**src/rtl/alu_arb_pkg.sv**
```systemverilog
// Shared constants, state type and select-encoding helper for the ALU result-mux arbiter.
package alu_arb_pkg;

  localparam int unsigned N_REQ = 16;
  localparam int unsigned IDX_W = 4;

  typedef enum logic {
    IDLE  = 1'b0,
    GRANT = 1'b1
  } arb_state_e;

  // The mux select pins are wired in reverse bit order relative to the index.
  function automatic logic [IDX_W-1:0] idx_to_sel(input logic [IDX_W-1:0] idx);
    logic [IDX_W-1:0] res;
    res = '0;
    for (int unsigned b = 0; b < IDX_W; b++) begin
      res[b] = idx[IDX_W-1-b];
    end
    return res;
  endfunction

endpackage

```
**src/rtl/alu_rr_pick.sv**
```systemverilog
// Combinational round-robin search: first set request at or after ptr_i, wrapping mod N_REQ.
module alu_rr_pick
  import alu_arb_pkg::*;
(
  input  logic [N_REQ-1:0] req_i,
  input  logic [IDX_W-1:0] ptr_i,
  output logic             found_o,
  output logic [IDX_W-1:0] idx_o
);

  logic [IDX_W-1:0] cand;

  always_comb begin
    found_o = 1'b0;
    idx_o   = ptr_i;
    cand    = '0;
    for (int unsigned i = 0; i < N_REQ; i++) begin
      cand = ptr_i + IDX_W'(i);
      if (!found_o && req_i[cand]) begin
        found_o = 1'b1;
        idx_o   = cand;
      end
    end
  end

endmodule

```
**config.mk**
```make
export PLATFORM = sky130hd
export DESIGN_NAME = alu_rr_pick
export DESIGN_NICKNAME = d
export VERILOG_FILES = /design/src/rtl/alu_arb_pkg.sv /design/src/rtl/alu_rr_pick.sv
export SDC_FILE = /design/constraint.sdc
export NUM_CORES = 1
export LEC_CHECK = 0
export BUFFER_PORTS_ARGS = -buffer_cell sky130_fd_sc_hd__buf_2
export CORE_MARGIN = 8
export CORE_UTILIZATION = 60
export DETAILED_ROUTE_END_ITERATION = 8
export GPL_ROUTABILITY_DRIVEN = 0
export PLACE_DENSITY = 0.81
export SYNTH_ARGS = -nofsm -noshare
export SYNTH_HDL_FRONTEND = slang
export SYNTH_SLANG_ARGS = --single-unit
```
**constraint.sdc**
```tcl
create_clock -name vclk -period 10.5
set_clock_uncertainty 0.15 [all_clocks]
set_input_delay 1.05 -clock vclk [all_inputs]
set_output_delay 1.05 -clock vclk [all_outputs]
set_load 0.005 [all_outputs]
```
# Yosys cells after proc, flatten, opt, wreduce, memory -nomap -nowiden
# Index checks and enable logic that the tools add are counted.
# totals
word_cells,124
inputBits,20
regBits,0
output_inout_bits,5
# op_classes
n_reduce_logical,30
magnitude_cmp,16
mux,63
add_sub_neg,15
# op_table
op,count
less-than comparator 4 x 5 -> 1 bit (second input constant),16
binary-select mux 1 bit (select 4 bit),16
2-to-1 mux 4 bit,15
adder 4 bit (second input constant),8
2-to-1 mux 1 bit,32
adder 4 x 3 -> 4 bit (second input constant),4
logical AND 1 bit,15
zero test 1 bit,15
adder 4 x 2 -> 4 bit (second input constant),2
adder 4 x 1 -> 4 bit (second input constant),1

# Logic depth before layout (Yosys ltp)
# depth
word_depth,48
depth_mapped,16
depth_no_buf,11

# Least setup slack after synthesis
# OpenSTA, ideal clock, no wires.
# synth_path
path_type,input-to-output
from,in ptr_i[0]
to,out idx_o[2]
path_buffers,4
arrival_time_ns,4.324
setup_slack_ns,4.976
required_time_ns,9.300
cell_stages,14
cell_sequence,buf_6 buf_8 inv_1 ha_1 buf_4 buf_6 mux2_1 mux4_2 mux2i_2 mux2i_1 o22a_1 a21boi_0 or4_1 a31oi_1
# synth_between
elab_chain_len,48
elab_cells_between_ends,107
cone_classes,15 x add/sub; 62 x mux; 30 x reduce/logical
# synth_rtl
element,line,text
"start, declared",alu_rr_pick.sv:6,"input logic [IDX_W-1:0] ptr_i,"
"parallel branches: the longest is 47 deep, another holds adder 4 x 1 -> 4 bit",--,
2-to-1 mux 4 bit (*),alu_rr_pick.sv:19,if (!found_o && req_i[cand]) begin
"end, declared",alu_rr_pick.sv:8,output logic [IDX_W-1:0] idx_o
# Mark *: on every way between the ends. The select of a mux whose other input is x is not followed.

# Worst setup path after layout
# layout_path
from,in ptr_i[0]
to,out idx_o[0]
# Same word-level chain as after synthesis.

==> results.md <==
* Avg Vias per Cell at 7.60
* Vias at 2607
* Routed WL at 7670 um
* Yosys synthesis warning count at 0
* Final Max Tran Viols at 0
* Dpl ws at 3.34 ns
* TNS Setup at 0 ns
* Post-route setup slack at 3.33 ns
* Sequential cell area at 0 um2
* Hold Vio Cnt, Final at 0
* Row Count at 23
* IO Port Bufs at 25
* Slew HR at 39.4%
* CTS hold repair buffers at 0
* Clock buffer count at 0
* Post-synthesis cell type count at 70
* Final Setup Violations at 0
* Post-synth top cells: mux4_2, nor2_1, nand2_1, mux2i_1
* Hold Path Class: in2out
* Detailed Place HPWL at 5960 um
* Post-layout minimum cycle time at 7.17 ns
* FF+latch count at 0
* Gr ovfl total at 0
* Post-Syn Area at 0.00253 mm2
* TritonRoute pass-1 iters at 5
* Max Fanout on Critical Path at 33
* Mapped Cells at 283
* Seq/Total Area, Yosys at 0%
* Outcome: finished clean
* Critical path startpoint category: input pin
* IO Pins at 25
* Worst Path Required at 9.30 ns
* ANT cells at 0
* Crit path kind: in2out
* Drt wl/cell at 22.4 um
* Max Freq at 140 MHz
* Area leader, netlist: mux4_2
* Worst Path Arrival at 5.97 ns
* Post-CTS sizing at 0
* Final Cycle Share at 68.2%
* Total die area at 0.00655 mm2
* Worst slew pin tran at 0.910 ns
* VDD IR max at 0.0443 mV
* Initial Util at 62.8%
* Final #Nets at 322
* Routed Antenna Nets at 0
* GRT Overall Usage at 23.4%
* Min Hold Slack at 2.67 ns
* Synthesis-to-finish area growth at 2.52%
* Layout cells sized above 1 at 30.4%
* Setup Fix Bufs, Post-CTS at 0
* Initial DRC Count at 294
* Critical Path Sink Type: output port
* Initial antenna violation count at 0
* Vias in the first global route at 2501
* RSZ-0062 raised after global routing: false
* Most frequent cell after synthesis: mux4_2
* Residual DRC at 0
* Cell Pwr Density at 83.7 mW/mm2
* Max-Cap Viols at 0
* Syn_area_per_cell at 8.94 um2
* Global-route wire length before repair at 12500 um
* Core ar. at 0.00403 mm2
* Die Ht at 80.9 um
* Pin count of the biggest net entering global routing at 34
* Post-synth net total at 310
* Synth top area cells: mux4_2, mux2i_1, mux2_2, ha_1, xnor2_1
* Synth top area share at 25.8%
* Lkg Pwr at 0.995 nW
* Die span in x at 80.9 um
## final cells by class
class	count	area (um2)
Inverter	8	30.0
Tap cell	50	62.6
Timing Repair Buffer	25	125
Multi-Input combinational cell	260	2380
Fill cell	357	1440
## layer usage
metal / up-vias / global-route usage, % / share of wire, %
met5: - / 0 / 0
li1: 1152 / - / -
met3: 25 / 2.21 / 9.3
met4: 0 / 6.79 / 2.9
met1: 1247 / 30.3 / 39
met2: 183 / 40.3 / 49
## worst paths after layout
| check | from | to | slack, ns | cells after the start |
|---|---|---|---|---|
| max | ptr_i[0] | idx_o[0] | 3.33 | 13 |
| min | ptr_i[1] | idx_o[1] | 2.67 | 4 |
## report_power, final
group	switching (mW)	internal, mW
logic	0.124	0.0934
registers	0	0
clock network	0	0
## cell usage in the layout, fill, tap and decap left out, types with 3 or more instances in the layout
| master | count |
|---|---|
| inv_1 | 6 |
| nand2b_1 | 7 |
| a21boi_0 | 4 |
| o21ai_0 | 15 |
| a31oi_1 | 4 |
| nor2_1 | 22 |
| nor4_1 | 3 |
| a211o_1 | 3 |
| xor2_1 | 4 |
| mux2i_2 | 4 |
| o22a_1 | 3 |
| o22ai_1 | 4 |
| ha_1 | 7 |
| o21bai_1 | 3 |
| a21o_1 | 3 |
| mux2i_1 | 17 |
| a21oi_1 | 15 |
| nand2_1 | 21 |
| or3_1 | 3 |
| xnor2_1 | 10 |
| nand3_1 | 5 |
| mux4_2 | 29 |
| a22o_1 | 3 |
| nor3_1 | 4 |
| a211oi_1 | 3 |
| and2_1 | 3 |
| mux2_2 | 15 |
| buf_2 | 25 |
## critical path, stage by stage
cell	delay, ns
buf_2	0.66
inv_1	0.32
ha_1	0.93
mux4_2	0.66
mux2_4	0.31
a2111oi_4	0.52
and4_1	0.44
nand4_2	0.16
nor2b_2	0.29
and2_1	0.23
nor3_1	0.09
xnor2_1	0.13
buf_2	0.16
## logic make-up after synthesis
| group | Yosys count | synth area share (%) |
|---|---|---|
| multiplexers | 69 | 43.8 |
| AND/OR/NAND/NOR | 86 | 17.9 |
| AO/OA/AOI/OAI | 84 | 23.9 |
| adder cells (fa/ha/maj) | 7 | 3.46 |
| buffers and inverters | 23 | 6.08 |
| XOR/XNOR | 14 | 4.85 |
## through the flow
stage	utilization (%)	power, mW	instances	instance area (um2)
after floorplan	-	0.165	283	2530
after global placement	64.4	0.208	343	2590
after detailed placement	64.4	0.211	343	2590
after CTS	64.4	0.212	343	2590
after global routing	64.4	0.233	343	2590
final	64.4	0.217	343	2590
Power figures use the tool's default switching activity.
